<file path="config.mk">
export PLATFORM = sky130hd
export DESIGN_NAME = ahb_req_arbiter
export DESIGN_NICKNAME = d
export VERILOG_FILES = /design/src/rtl/ahb_req_arbiter.sv
export SDC_FILE = /design/constraint.sdc
export NUM_CORES = 1
export LEC_CHECK = 0
export ABC_AREA = 1
export CORE_AREA = 2 2 172 174
export CTS_BUF_LIST = sky130_fd_sc_hd__clkbuf_8
export CTS_CLUSTER_SIZE = 28
export DETAILED_ROUTE_END_ITERATION = 10
export DIE_AREA = 0 0 174 176
export GPL_TIMING_DRIVEN = 0
export PLACE_DENSITY = 0.7
export REMOVE_ABC_BUFFERS = 1
export SYNTH_ARGS = -nofsm -noshare
export SYNTH_HDL_FRONTEND = slang
export SYNTH_SLANG_ARGS = --single-unit
</file>
<file path="constraint.sdc">
create_clock -name HCLK -period 1.9 [get_ports HCLK]
set_clock_uncertainty 0.05 [all_clocks]
set_input_delay 0.19 -clock HCLK [delete_from_list [all_inputs] [get_ports HCLK]]
set_output_delay 0.19 -clock HCLK [all_outputs]
set_load 0.01 [all_outputs]
</file>
<file path="src/rtl/ahb_req_arbiter.sv">
// ahb_req_arbiter: round-robin sharing of one AHB manager request front-end
// among NUM_REQ requesters. Captures the winner's command, holds it on req_*
// until req_ready, then keeps ownership until every read beat has returned.
// Optional read-response watchdog is compiled in with `define ARB_TIMEOUT_EN.
//
// state     | meaning
// ----------+-------------------------------------------------------------
// ARB_IDLE  | no owner; arbitrate among pending requesters
// ARB_ISSUE | captured command driven on req_*, waiting for req_ready
// ARB_WAIT  | read accepted, collecting the remaining response beats
module ahb_req_arbiter #(
    parameter int NUM_REQ        = 4,
    parameter int ADDR_WIDTH     = 32,
    parameter int DATA_WIDTH     = 32,
    parameter int TIMEOUT_CYCLES = 256
) (
    input  logic                          HCLK,
    input  logic                          HRESETn,
    input  logic [NUM_REQ-1:0]            m_req_read,
    input  logic [NUM_REQ-1:0]            m_req_write,
    input  logic [NUM_REQ*ADDR_WIDTH-1:0] m_req_addr,
    input  logic [NUM_REQ*DATA_WIDTH-1:0] m_req_wdata,
    input  logic [NUM_REQ*3-1:0]          m_req_size,
    input  logic [NUM_REQ*3-1:0]          m_req_burst,
    output logic [NUM_REQ-1:0]            m_grant,
    output logic [NUM_REQ-1:0]            m_resp_valid,
    output logic [DATA_WIDTH-1:0]         m_resp_rdata,
    output logic [NUM_REQ-1:0]            m_resp_err,
    output logic                          req_read,
    output logic                          req_write,
    output logic [ADDR_WIDTH-1:0]         req_addr,
    output logic [DATA_WIDTH-1:0]         req_wdata,
    output logic [2:0]                    req_size,
    output logic [2:0]                    req_burst,
    input  logic                          req_ready,
    input  logic                          resp_read,
    input  logic [DATA_WIDTH-1:0]         resp_rdata,
    output logic                          busy
);

    localparam int OW = $clog2(NUM_REQ);

    typedef enum logic [1:0] {
        ARB_IDLE  = 2'd0,
        ARB_ISSUE = 2'd1,
        ARB_WAIT  = 2'd2
    } arb_state_t;

    arb_state_t         state, state_nxt;
    logic [OW-1:0]      owner, last_grant, pick_idx;
    logic               pick_valid;
    logic               cmd_read, cmd_write;
    logic [4:0]         beats;
    logic [NUM_REQ-1:0] pending;
    logic               last_beat, timeout_hit;

    function automatic logic [4:0] burst_beats(input logic [2:0] code);
        case (code)
            3'b001:  return 5'd4;
            3'b010:  return 5'd8;
            3'b011:  return 5'd16;
            default: return 5'd1;
        endcase
    endfunction

    assign pending   = m_req_read | m_req_write;
    assign last_beat = (state == ARB_WAIT) && resp_read && (beats == 5'd1);

    // Round-robin pick: first pending index above last_grant, wrapping
    always_comb begin
        logic [OW:0] idx;
        pick_valid = 1'b0;
        pick_idx   = '0;
        idx        = '0;
        for (int k = 1; k <= NUM_REQ; k++) begin
            idx = {1'b0, last_grant} + (OW+1)'(k);
            if (idx >= (OW+1)'(NUM_REQ))
                idx = idx - (OW+1)'(NUM_REQ);
            if (!pick_valid && pending[idx[OW-1:0]]) begin
                pick_valid = 1'b1;
                pick_idx   = idx[OW-1:0];
            end
        end
    end

`ifdef ARB_TIMEOUT_EN
    localparam int TW = (TIMEOUT_CYCLES > 2) ? $clog2(TIMEOUT_CYCLES) : 1;
    logic [TW-1:0] wait_cnt;

    // Watchdog: idle outside ARB_WAIT, restarts on every beat
    always_ff @(posedge HCLK or negedge HRESETn) begin
        if (!HRESETn)
            wait_cnt <= '0;
        else if (state != ARB_WAIT || resp_read)
            wait_cnt <= '0;
        else
            wait_cnt <= wait_cnt + 1'b1;
    end

    assign timeout_hit = (state == ARB_WAIT) && !resp_read &&
                         (wait_cnt == TW'(TIMEOUT_CYCLES - 1));
`else
    localparam int unused_timeout_cycles = TIMEOUT_CYCLES;
    assign timeout_hit = 1'b0;
`endif

    // State register
    always_ff @(posedge HCLK or negedge HRESETn) begin
        if (!HRESETn)
            state <= ARB_IDLE;
        else
            state <= state_nxt;
    end

    // Next-state logic
    always_comb begin
        state_nxt = state;
        case (state)
            ARB_IDLE:  if (pick_valid) state_nxt = ARB_ISSUE;
            ARB_ISSUE: if (req_ready)  state_nxt = cmd_write ? ARB_IDLE : ARB_WAIT;
            ARB_WAIT:  if (last_beat || timeout_hit) state_nxt = ARB_IDLE;
            default:   state_nxt = ARB_IDLE;
        endcase
    end

    // Command capture, ownership and beat counting
    always_ff @(posedge HCLK or negedge HRESETn) begin
        if (!HRESETn) begin
            owner      <= '0;
            last_grant <= OW'(NUM_REQ - 1);
            cmd_read   <= 1'b0;
            cmd_write  <= 1'b0;
            req_addr   <= '0;
            req_wdata  <= '0;
            req_size   <= '0;
            req_burst  <= '0;
            beats      <= '0;
        end else begin
            case (state)
                ARB_IDLE: begin
                    if (pick_valid) begin
                        owner      <= pick_idx;
                        last_grant <= pick_idx;
                        // write wins when both strobes are high
                        cmd_write  <= m_req_write[pick_idx];
                        cmd_read   <= m_req_read[pick_idx] & ~m_req_write[pick_idx];
                        req_addr   <= m_req_addr[int'(pick_idx)*ADDR_WIDTH +: ADDR_WIDTH];
                        req_wdata  <= m_req_wdata[int'(pick_idx)*DATA_WIDTH +: DATA_WIDTH];
                        req_size   <= m_req_size[int'(pick_idx)*3 +: 3];
                        req_burst  <= m_req_burst[int'(pick_idx)*3 +: 3];
                    end
                end
                ARB_ISSUE: begin
                    if (req_ready && !cmd_write)
                        beats <= burst_beats(req_burst);
                end
                ARB_WAIT: begin
                    if (timeout_hit)
                        beats <= '0;
                    else if (resp_read)
                        beats <= beats - 5'd1;
                end
                default: ;
            endcase
        end
    end

    // Outputs: grant and response routing are combinational to the owner
    always_comb begin
        m_grant      = '0;
        m_resp_valid = '0;
        m_resp_err   = '0;
        m_resp_rdata = '0;
        req_read     = 1'b0;
        req_write    = 1'b0;
        busy         = (state != ARB_IDLE);
        case (state)
            ARB_ISSUE: begin
                req_read  = cmd_read;
                req_write = cmd_write;
                if (req_ready)
                    m_grant[owner] = 1'b1;
            end
            ARB_WAIT: begin
                if (resp_read) begin
                    m_resp_valid[owner] = 1'b1;
                    m_resp_rdata        = resp_rdata;
                end
                if (timeout_hit)
                    m_resp_err[owner] = 1'b1;
            end
            default: ;
        endcase
    end

endmodule
</file>
# Word-level counts from Yosys, hierarchy flattened
# Cells that the tools add are included.
# W data, S select, Z words.
dict set report totals {
  ff_bits 83
  output_inout_bits 117
}
dict set report classes {
  addsub 9
  mul 1
  magnitude_cmp 11
  eq_ne 11
  n_shift 4
  n_mux 43
  bitwise_logic 3
  n_reduce_logical 17
}
# cell n
set op_table {}
lappend op_table {{$shiftx A128 B8 Y32} 2}
lappend op_table {{$mux W32} 2}
lappend op_table {{$shiftx A12 B32 Y3} 1}
lappend op_table {{$mux W2} 12}
lappend op_table {{$lt A2 B3 Y1 const B} 6}
lappend op_table {{$mux W4} 4}
lappend op_table {{$pmux W5 S3} 1}
lappend op_table {{$mux W1} 13}
lappend op_table {{$bmux W1 S2} 6}
lappend op_table {{$ge A3 B3 Y1 const B} 4}
lappend op_table {{$shiftx A12 B5 Y3} 1}
lappend op_table {{$mux W5} 2}
lappend op_table {{$ne A2 B2 Y1 const B} 5}
lappend op_table {{$pmux W5 S2} 1}
lappend op_table {{$sub A2 B1 Y2 const B} 4}
lappend op_table {{$logic_and A1 B1 Y1} 7}
lappend op_table {{$add A2 B2 Y3 const B} 2}
lappend op_table {{$eq A3 B2 Y1 const B} 2}
lappend op_table {{$pmux W2 S3} 1}
lappend op_table {{$reduce_and A3 Y1} 2}
lappend op_table {{$eq A5 B1 Y1 const B} 1}
lappend op_table {{$sub A5 B1 Y5 const B} 1}
lappend op_table {{$logic_not A1 Y1} 4}
lappend op_table {{$mul A2 B2 Y4 const B} 1}
lappend op_table {{other kinds (13)} 14}

# Logic depth before layout (Yosys ltp)
dict set report logic_depth {
  word_depth 19
  ltp_mapped 17
  depth_no_buf 15
}

# Worst setup path before layout
# No wires, ideal clock.
dict set report synth_path {
  path_type {register -> register}
  start {register last_grant[0]}
  end {register req_wdata[12]}
  arrival_ps 1882
  required_ps 1733
  slack_ps -148
  path_stages_with_launch 17
  path_buffers 3
  period_less_slack_ps 2048
  path_cell_list {dfstp_2 -> buf_6 -> inv_6 -> nand2_1 -> nand2_1 -> nand3_1 -> nand2_2 -> nand2_1 -> nand2_2 -> nand2_4 -> buf_2 -> buf_2 -> nand3_1 -> nand3_1 -> nand2_1 -> nand2_1 -> nand2_1}
}
dict set report synth_between {
  elab_chain_len 16
  elab_cells_between_ends 40
  classes_between {8 x add/sub; 4 x order compare; 1 x shift; 20 x mux; 7 x reduce/logical}
}
# item line
set synth_rtl {}
lappend synth_rtl {{start, declared} 50} ;# logic [OW-1:0] owner, last_grant, pick_idx;
lappend synth_rtl {{start signal, assigned} 130} ;# last_grant <= OW'(NUM_REQ - 1);
lappend synth_rtl {{start signal, assigned} 143} ;# last_grant <= pick_idx;
lappend synth_rtl {{$add A2 B1 Y3} 76} ;# idx = {1'b0, last_grant} + (OW+1)'(k);
lappend synth_rtl {{$ge A3 B3 Y1 or $sub A2 B1 Y2 (tied branches)} {77, 78}}
lappend synth_rtl {{$mux W2} 77} ;# if (idx >= (OW+1)'(NUM_REQ))
lappend synth_rtl {{$bmux W1 S2} 79} ;# if (!pick_valid && pending[idx[OW-1:0]]) begin
lappend synth_rtl {{$mux W1 (implied by the code)} 79}
lappend synth_rtl {{$mux W1} 79}
lappend synth_rtl {{$logic_not A1 Y1} 79}
lappend synth_rtl {{$logic_and A1 B1 Y1} 79}
lappend synth_rtl {{$mux W1} 79}
lappend synth_rtl {{$logic_not A1 Y1} 79}
lappend synth_rtl {{$logic_and A1 B1 Y1} 79}
lappend synth_rtl {{$mux W1} 79}
lappend synth_rtl {{$logic_not A1 Y1} 79}
lappend synth_rtl {{$logic_and A1 B1 Y1} 79}
lappend synth_rtl {{$mux W2 or $mux W1 (tied branches)} 79}
lappend synth_rtl {{$shiftx A128 B8 Y32 or $reduce_and A2 Y1 (tied branches)} -}
lappend synth_rtl {{end signal, assigned} 148} ;# req_wdata <= m_req_wdata[int'(pick_idx)*DATA_WIDTH +: DATA_WIDTH];
lappend synth_rtl {{end, declared} 32} ;# output logic [DATA_WIDTH-1:0] req_wdata,
# Parallel ways exist; a longest one is shown, timed or not. The select of a mux whose other input is x is not followed.
# A chain may end at the register's enable or synchronous reset.

# Final worst setup path
dict set report layout_path {
  start {register last_grant[0]}
  end {register req_addr[16]}
}
dict set report layout_between {
  elab_chain_len 16
  elab_cells_between_ends 40
  classes_between {8 x add/sub; 4 x order compare; 1 x shift; 20 x mux; 7 x reduce/logical}
}
# item line
set layout_rtl {}
lappend layout_rtl {{$add A2 B1 Y3} 76}
lappend layout_rtl {{$ge A3 B3 Y1 or $sub A2 B1 Y2 (tied branches)} {77, 78}}
lappend layout_rtl {{$mux W2} 77}
lappend layout_rtl {{$bmux W1 S2} 79}
lappend layout_rtl {{$mux W1 (implied by the code)} 79}
lappend layout_rtl {{$mux W1} 79}
lappend layout_rtl {{$logic_not A1 Y1} 79}
lappend layout_rtl {{$logic_and A1 B1 Y1} 79}
lappend layout_rtl {{$mux W1} 79}
lappend layout_rtl {{$logic_not A1 Y1} 79}
lappend layout_rtl {{$logic_and A1 B1 Y1} 79}
lappend layout_rtl {{$mux W1} 79}
lappend layout_rtl {{$logic_not A1 Y1} 79}
lappend layout_rtl {{$logic_and A1 B1 Y1} 79}
lappend layout_rtl {{$mux W2 or $mux W1 (tied branches)} 79}
lappend layout_rtl {{$shiftx A128 B8 Y32 or $reduce_and A2 Y1 (tied branches)} -}
lappend layout_rtl {{end signal, assigned} 147} ;# req_addr <= m_req_addr[int'(pick_idx)*ADDR_WIDTH +: ADDR_WIDTH];
lappend layout_rtl {{end, declared} 31} ;# output logic [ADDR_WIDTH-1:0] req_addr,
# Parallel ways exist; a longest one is shown, timed or not. The select of a mux whose other input is x is not followed.

==> results.toml <==
[placed_design]
place_hpwl_mm = 20.9
gp_congestion = 0.865
preCtsSetupSlack_ns = -1.94
port_buffers = 436

[critical_path]
worst_ep_required_time_ns = 2.12
crit_slowest_cell = "dfstp_2"
crit_type = "register to register"
crit_chain = "buf_6 > nand2_2 > nand2_1 > nand2_1 > nand2_2 > nand2_2 > nand2_4 > nor2_4 > buf_12 > nand2_8 > buf_16 > buf_12 > nand3_4 > nand3_4 > nand2_2 > nand2_1 > nand2_1"
regToRegSetupSlack_ns = -0.70
cpPeakStageDelay_ns = 0.64
setup.worst_path.end_class = "register"
r2r-start = "last_grant[0]"
worst-path-buf-inv = 4
critPathArrivalTime_ns = 2.82
cp_top_family = "simple AND/OR/NAND/NOR gates"
crit_fanout = 8
worstReg2RegEnd = "req_addr[16]"
ff2ff_path_depth = 17
cp-start-kind = "register"

[logic_synthesis]
synthArstFlopShare_pct = 100
syn_area_per_cell_sq_um = 5.73
yosys-top-cells-count = "nand2_1 (535), nand3_1 (258), inv_1 (151)"
ys_ff_latch = 83
ys_types = 30
synth_area_leaders = "dfrtp_1 (29%), nand2_1 (29%), nand3_1 (19%), inv_1 (8.1%), buf_2 (3.4%)"
seq_area_frac_synth_pct = 29.8
ys_warn_count = 0
ys.flop_type = "dfrtp_1"
yosysTopAreaCell = "dfrtp_1"
synth_cells = 1217
synth_top_area_share_pct = 29.1
yosysMostFrequentCell = "nand2_1"
synth_enable_flop_cells = 0
synthesis.area_sq_um = 6980

[timing]
hold_violations = 0
fmax_mhz = 384
report.final.slew_viol_count = 0
max_slew_margin_pct = 55.2
layout_min_cycle_time_ns = 2.60
worst-slew-pin-transition_ns = 0.672
period_share_pct = 137
setup_viol = 96
rsz0062_at_grt = "yes"
timing.final.ws_setup_ns = -0.702
fin_setup_tns_ns = -48.96

[cts]
clk_pin_slew_worst_paths_ns = 0.09
clk_path_buf_depth = 2
cts_buffers = 9
cts_tree = "done"
cts-htree-levels = 3
cts_root_buffer = "clkbuf_8"
clkLatencyLatePin_ns = 0.37
cts_sinks = 83

[route]
drt-vias-per-instance = 5.07
vias = 10800
firstDrtPassIters = 7
wl_mm = 48.3
wl_per_cell_microns = 22.7
drc = 0
initialDrtViolationCount = 1014
final_antenna_net_count = 0

[layout]
final_layout_size_suffix_gt1_share_pct = 20.2
fillers = 2689
area_delta_synth_final_pct = 109
final_core_util_pct = 51.2
nNetsFinal = 2067

[power_and_ir_drop]
p_leak_nw = 7.42
powerDensity_nw_per_um2 = 2260
peakVddDrop_mv = 1.01

[floorplan]
dieHeight_microns = 176
die_area_sq_um = 30600
rows = 62
ios = 441
start_util_pct = 24.4
coreArea_sq_um = 28500
fp.dieW_microns = 174

[global_routing]
overflow = 0
grt_util_all_layers_pct = 27.1
grt_max_degree = 45
grt_pass1_wl_mm = 61.6
grt_pass1_vias = 10100
antenna_found_initial = 1

[job]
maxCapViolations = 0

[status]
status = "finished with violations"
violations = "negative setup slack"

[worst_hold_path]
holdCritPathClass = "primary input to asynchronous set/reset pin"
-- stage by stage --
stage | instances | total power [mW] | hold slack, ns | instance area [sq um]
6_report | 2131 | 32.9 | 0.331 | 14600
3_3_place_gp | 1958 | 16.4 | 0.412 | 11400
4_1_cts | 2073 | 27.7 | 0.338 | 13400
2_1_floorplan | 1138 | 12.3 | -0.156 | 6550
3_5_place_dp | 1960 | 18.1 | 0.200 | 11500
5_1_grt | 2131 | 34.7 | 0.365 | 14600
-- worst max path at each step --
stage / to / startpoint / depth (start not counted)
after global routing: req_addr[16] / last_grant[0] / 17
after detailed placement: req_addr[16] / m_req_write[2] / 14
after global placement: req_addr[16] / m_req_read[1] / 14
after floorplan: cmd_write / last_grant[0] / 13
after CTS: req_wdata[0] / last_grant[0] / 15
final: req_addr[16] / last_grant[0] / 17
-- power by group --
part | internal, mW | switching, mW | leakage, nW
combinational | 11.0 | 17.2 | 6.29
sequential | 2.74 | 0.574 | 1.02
clock | 0.686 | 0.759 | 0.106
total | 14.4 | 18.5 | 7.42
-- state kept, by name (all words and copies together), names as in the netlist --
name,flops
beats,5
cmd_read,1
cmd_write,1
last_grant,2
owner,2
req_addr,32
req_burst,3
req_size,3
req_wdata,32
state,2
-- logic make-up after synthesis --
| family | share of synthesized area [%] |
|---|---|
| flip-flops | 29.8 |
| AO/OA/AOI/OAI | 1.90 |
| buffers and inverters | 14.8 |
| AND/OR/NAND/NOR | 53.0 |
| other | 0.0538 |
| adder cells (fa/ha/maj) | 0.359 |
| XOR/XNOR | 0.126 |
-- placed cells by master (no fill, tap or decap), types with 7 or more instances in the layout --
cell type        count
nor2_4              17
buf_12              33
dlymetal6s2s_1      12
buf_6               19
buf_2               22
nand3_1            212
nand2_4             25
nand2_2             37
dfrtp_1             80
inv_1              149
clkbuf_8            12
nand3_2             39
nand2_8             35
o21ai_0              8
nand2_1            489
nor2_2              14
nand3_4             11
buf_16               7
nor2_1              34
clkdlybuf4s50_1    391
buf_4               42
-- per-layer routing --
metal	wire length, microns	GRT usage (%)
met5	0	0
met2	22300	45.7
met4	2450	12.6
met3	5110	6.09
met1	18500	32.8
-- final cells by class --
class | count | area, sq um | area share, %
Clock inverter | 5 | 60.1 | 0.411
Clock buffer | 11 | 151 | 1.04
Timing Repair inverter | 1 | 7.51 | 0.0514
Inverter | 157 | 613 | 4.20
Multi-Input combinational cell | 946 | 5360 | 36.7
Antenna cell | 1 | 2.50 | 0.0171
Tap cell | 384 | 480 | 3.29
Timing Repair Buffer | 543 | 5850 | 40.0
Sequential cell | 83 | 2080 | 14.2
-- what timing repair did --
action,4_1_cts,5_1_grt
hold buffers,1,0
gates cloned,37,22
buffers inserted,59,36
endpoints found under the hold margin,43,0
pin swaps,42,65
resized for setup,175,201
endpoints found under the setup margin,123,120
(Power assumes the default switching activity.)
